$ cat config.mk
export PLATFORM = sky130hd
export DESIGN_NAME = reg_file_32x32
export DESIGN_NICKNAME = d
export VERILOG_FILES = /design/src/rtl/reg_file_32x32.sv
export SDC_FILE = /design/constraint.sdc
export NUM_CORES = 2
export LEC_CHECK = 0
export BUFFER_PORTS_ARGS = -buffer_cell sky130_fd_sc_hd__buf_2
export CAP_MARGIN = 20
export CELL_PAD_IN_SITES_DETAIL_PLACEMENT = 1
export CELL_PAD_IN_SITES_GLOBAL_PLACEMENT = 1
export CORE_MARGIN = 2
export CORE_UTILIZATION = 31
export DETAILED_ROUTE_END_ITERATION = 10
export HOLD_SLACK_MARGIN = 0.03
export PLACE_DENSITY = 0.59
export SYNTH_ARGS = -nofsm -noshare
export SYNTH_HDL_FRONTEND = slang
export SYNTH_SLANG_ARGS = --single-unit
$ cat constraint.sdc
create_clock -name clk -period 80.5 [get_ports clk]
set_input_delay 4.025 -clock clk [delete_from_list [all_inputs] [get_ports clk]]
set_output_delay 4.025 -clock clk [all_outputs]
set_load 0.01 [all_outputs]
$ cat src/rtl/reg_file_32x32.sv
// reg_file_32x32: 32 x DATA_W register file, two combinational read ports,
// one synchronous write port. Register SP_IDX resets to SP_RESET, all others
// reset to zero. Optional write->read bypass is built in when
// REG_FILE_BYPASS_EN is defined; otherwise colliding reads see the old value.

// Single register with its own reset value and write enable.
module reg_file_cell #(
  parameter int unsigned       DATA_W  = 32,
  parameter logic [DATA_W-1:0] RST_VAL = '0
) (
  input  logic              clk,
  input  logic              rst,
  input  logic              we,
  input  logic [DATA_W-1:0] d,
  output logic [DATA_W-1:0] q
);

  // Async reset wins over any write on the same edge.
  always_ff @(posedge clk or posedge rst) begin
    if (rst)     q <= RST_VAL;
    else if (we) q <= d;
  end

endmodule

module reg_file_32x32 #(
  parameter int unsigned       DATA_W   = 32,
  parameter int unsigned       SP_IDX   = 29,
  parameter logic [DATA_W-1:0] SP_RESET = 32'h0000_0FFC
) (
  input  logic              clk,
  input  logic              rst,
  input  logic [4:0]        rs_addr,
  input  logic [4:0]        rt_addr,
  input  logic [4:0]        wr_addr,
  input  logic [DATA_W-1:0] wr_data,
  input  logic              reg_write,
  output logic [DATA_W-1:0] rs_data,
  output logic [DATA_W-1:0] rt_data
);

  localparam int unsigned NUM_REGS = 32;

  logic [NUM_REGS-1:0][DATA_W-1:0] mem;
  logic [NUM_REGS-1:0]             we;

  // One cell per register; the stack pointer gets its own reset value.
  for (genvar i = 0; i < NUM_REGS; i++) begin : g_reg
    localparam logic [DATA_W-1:0] RV = (i == SP_IDX) ? SP_RESET : '0;

    assign we[i] = reg_write && (wr_addr == 5'(i));

    reg_file_cell #(
      .DATA_W  (DATA_W),
      .RST_VAL (RV)
    ) u_cell (
      .clk (clk),
      .rst (rst),
      .we  (we[i]),
      .d   (wr_data),
      .q   (mem[i])
    );
  end

`ifdef REG_FILE_BYPASS_EN
  logic rs_hit, rt_hit;

  // Forward the write-back value to a reader of the same register; held off
  // during reset so outputs track the cleared contents.
  always_comb begin
    rs_hit  = reg_write && !rst && (wr_addr == rs_addr);
    rt_hit  = reg_write && !rst && (wr_addr == rt_addr);
    rs_data = rs_hit ? wr_data : mem[rs_addr];
    rt_data = rt_hit ? wr_data : mem[rt_addr];
  end
`else
  // Plain storage reads; a colliding write shows up after its edge.
  always_comb begin
    rs_data = mem[rs_addr];
    rt_data = mem[rt_addr];
  end
`endif

endmodule

==> results.py <==
metrics = {
    "sta": {
        "tightest_slew_ns": 1.17,
        "rsz0062_at_grt": "no",
        "fin_skew_ns": 0,
        "min_period_ns": 12.52,
        "slew_headroom_pct": 21.7,
        "period_share_pct": 15.6,
        "setup_viol": 0,
        "drv_slew": 0,
        "fin_setup_tns_ns": 0,
        "hold_viol_final": 0,
        "fmax_ghz": 0.0799,
    },
    "yosys": {
        "synth_edf_count": 0,
        "yosysUniqueCellTypes": 27,
        "syn_inst": 4610,
        "synth-seq-cells": 1024,
        "yosysWarnings": 0,
        "synth-seq-area-share_pct": 46.1,
        "syn-mean-instance-area_sq_um": 12.1,
        "syn_area_sq_um": 55600,
        "synth_fp_nets": 4660,
        "synth_flop_cell": "dfrtp_1",
        "synthArstFlopShare_pct": 100,
    },
    "cells_and_area": {
        "drive_gt1_share_pct": 31.8,
        "top_regs": "g.u_cell.q x1024",
        "nNetsFinal": 4525,
        "largest_reg_flops": 1024,
        "fin_area_sq_um": 62000,
        "area_growth_pct": 11.5,
        "regMostFlops": "g.u_cell.q",
    },
    "pwr": {
        "p_sw_share_pct": 29.2,
        "p_int_uw": 1080,
        "share_seq_of_total_power_pct": 45.6,
        "power.leakage_uw": 0.0288,
        "pwr-share-clk_pct": 35.0,
        "ir_drop_v": 0.0000199,
        "p_switching_uw": 444,
        "combPwrFrac_pct": 19.4,
        "power_density_nw_per_um2": 24.5,
    },
    "grt": {
        "grt_pass1_wl_mm": 288,
        "grt.total_usage_pct": 21.1,
        "grt_pass1_vias": 41100,
        "antenna_found_initial": 6,
        "grt.overflow.total": 0,
        "grt_max_degree": 146,
    },
    "cts": {
        "clk_latency_ns": 0.72,
        "post_cts_buffers": 0,
        "cts_made_buffers": 115,
        "tritoncts": "yes",
        "clk_pin_slew_ns": 0.06,
        "htreeDepth": 3,
        "cts.sinks": 1024,
        "postCtsHoldBufs": 0,
        "cts_resized": 0,
        "cts_buffer_depth": 3,
        "cts_root_buffer": "clkbuf_16",
    },
    "floorplanning": {
        "io_pins": 114,
        "initial_utilization_pct": 31.2,
        "num_rows": 155,
        "die_y_um": 428,
        "core_sq_um": 178000,
        "die_area_sq_um": 183000,
        "die_w_um": 428,
    },
    "job": {
        "drv_cap": 0,
    },
    "placement": {
        "placed_cell_area_sq_um": 58200,
        "numPortBuffers": 113,
        "globalplace.congestion": 0.755,
        "dp_hpwl_mm": 105,
    },
    "critical_path": {
        "crit_fanout": 103,
        "r2r-start": "g_reg[12].u_cell.q[26]",
        "cp.arrival_ns": 8.50,
        "critPathLaunchType": "primary input",
        "worstSetupStartpoint": "rs_addr[1]",
        "path_class": "primary input to output port",
        "end_kind": "output port",
        "cp.required_ns": 76.47,
    },
    "detailed_routing": {
        "firstDrtPassIters": 5,
        "ant_nets": 0,
        "routed_via_density": 5.55,
        "via_count": 38400,
        "post_drt_wl_per_cell_um": 28.2,
        "wl_mm": 196,
        "first_iter_violations": 2005,
        "drc_errors": 0,
    },
    "min_path": {
        "hold_path_startpoint": "g_reg[12].u_cell.q[29]",
        "hold_path.class": "register to register",
    },
    "outcome": {
        "outcome": "finished clean",
    },
}
stage by stage:
stage | utilization (%) | setup WS [ns] | std cells | power, uW | hold WS [ns]
after global placement | 32.6 | 67.90 | 6710 | 983 | 0.495
after floorplan | - | 47.68 | 4610 | 908 | 0.479
after CTS | 34.7 | 67.86 | 6924 | 1540 | 0.519
final | 34.8 | 67.98 | 6929 | 1520 | 0.514
after global routing | 34.8 | 67.79 | 6929 | 1600 | 0.530
after detailed placement | 32.6 | 67.89 | 6710 | 997 | 0.510
critical path: stages:
cell and delay, ns:
buf_8 0.41, buf_12 0.62, buf_4 0.88, buf_4 0.56, buf_16 0.33, mux2i_1 0.23
a22o_1 0.16, nor3_1 0.06, a31oi_1 0.40, nand3_1 0.29, buf_2 0.23
layout make-up:
class | count | area, sq um
inverter | 1 | 11.3
fill | 19100 | 116000
clock buffer | 177 | 3460
sequential | 1024 | 25600
tap | 2355 | 2950
timing repair buffer | 197 | 1380
antenna | 2 | 5.00
clock inverter | 37 | 327
multi-input combinational | 3136 | 28300
power by group through the flow:
stage / Sequential, uW / Combinational [uW] / Clock (uW)
6_report: 693 / 295 / 532
5_1_grt: 708 / 323 / 566
4_1_cts: 692 / 297 / 547
3_5_place_dp: 701 / 296 / 0
3_3_place_gp: 695 / 289 / 0
2_1_floorplan: 680 / 228 / 0
layer usage:
| layer | up-vias | GRT usage [%] | part of all wire [%] |
|---|---|---|---|
| met3 | 277 | 2.35 | 3.0 |
| met5 | - | 0 | 0 |
| li1 | 16800 | - | - |
| met4 | 0 | 6.88 | 3.1 |
| met2 | 641 | 36.0 | 48 |
| met1 | 20700 | 27.9 | 45 |
synth_stat cells, drive strengths merged, types with 7 or more instances:
library cell	n	share of area [%]
nand2	208	1.4
buf	241	2.1
mux2	1024	21
a22o	128	2.0
mux2i	1024	18
nor3	67	0.61
nand3	196	1.8
nor2	15	0.10
nand2b	7	0.079
dfstp	10	0.47
a21oi	192	1.7
a31oi	64	0.72
a22oi	192	2.6
clkbuf	208	1.4
dfrtp	1014	46
cell usage in the layout, fill, tap and decap left out, drive strengths merged, types with 6 or more instances in the layout:
cell type  Yosys  layout
nand2        208     208
nor2b          6       6
dfstp         10      10
a31oi         64      64
mux2i       1024    1024
dfrtp       1014    1014
a22oi        192     192
buf          241     197
a21oi        192     192
mux2        1024    1024
nor2          15      15
nand2b         7       7
clkinv         0      27
clkbuf       208     177
a22o         128     128
nor3          67      67
nand3        196     196
worst paths after layout:
check | end | slack [ns] | cells past startpoint
setup / recovery | rs_data[9] | 67.98 | 11
hold / removal | g_reg[12].u_cell.q[29] | 0.51 | 1
setup reg to reg | g_reg[12].u_cell.q[26] | 79.69 | 1
hold reg to reg | g_reg[12].u_cell.q[29] | 0.51 | 1
max in group asynchronous | g_reg[13].u_cell.q[13] | 73.89 | 5
min in group asynchronous | g_reg[7].u_cell.q[30] | 3.41 | 2
cell families (layout without fill, tap and decap cells):
| kind of cell | after synthesis | in the layout | synth area share, % |
|---|---|---|---|
| muxes | 2048 | 2048 | 39.1 |
| buffers and inverters | 450 | 412 | 3.53 |
| DFF | 1024 | 1024 | 46.1 |
| and+or+nand+nor | 512 | 512 | 4.21 |
| other | 0 | 2 | 0 |
| AOI/OAI and AO/OA | 576 | 576 | 7.05 |
Note: power is estimated with default switching activity, not from simulation.
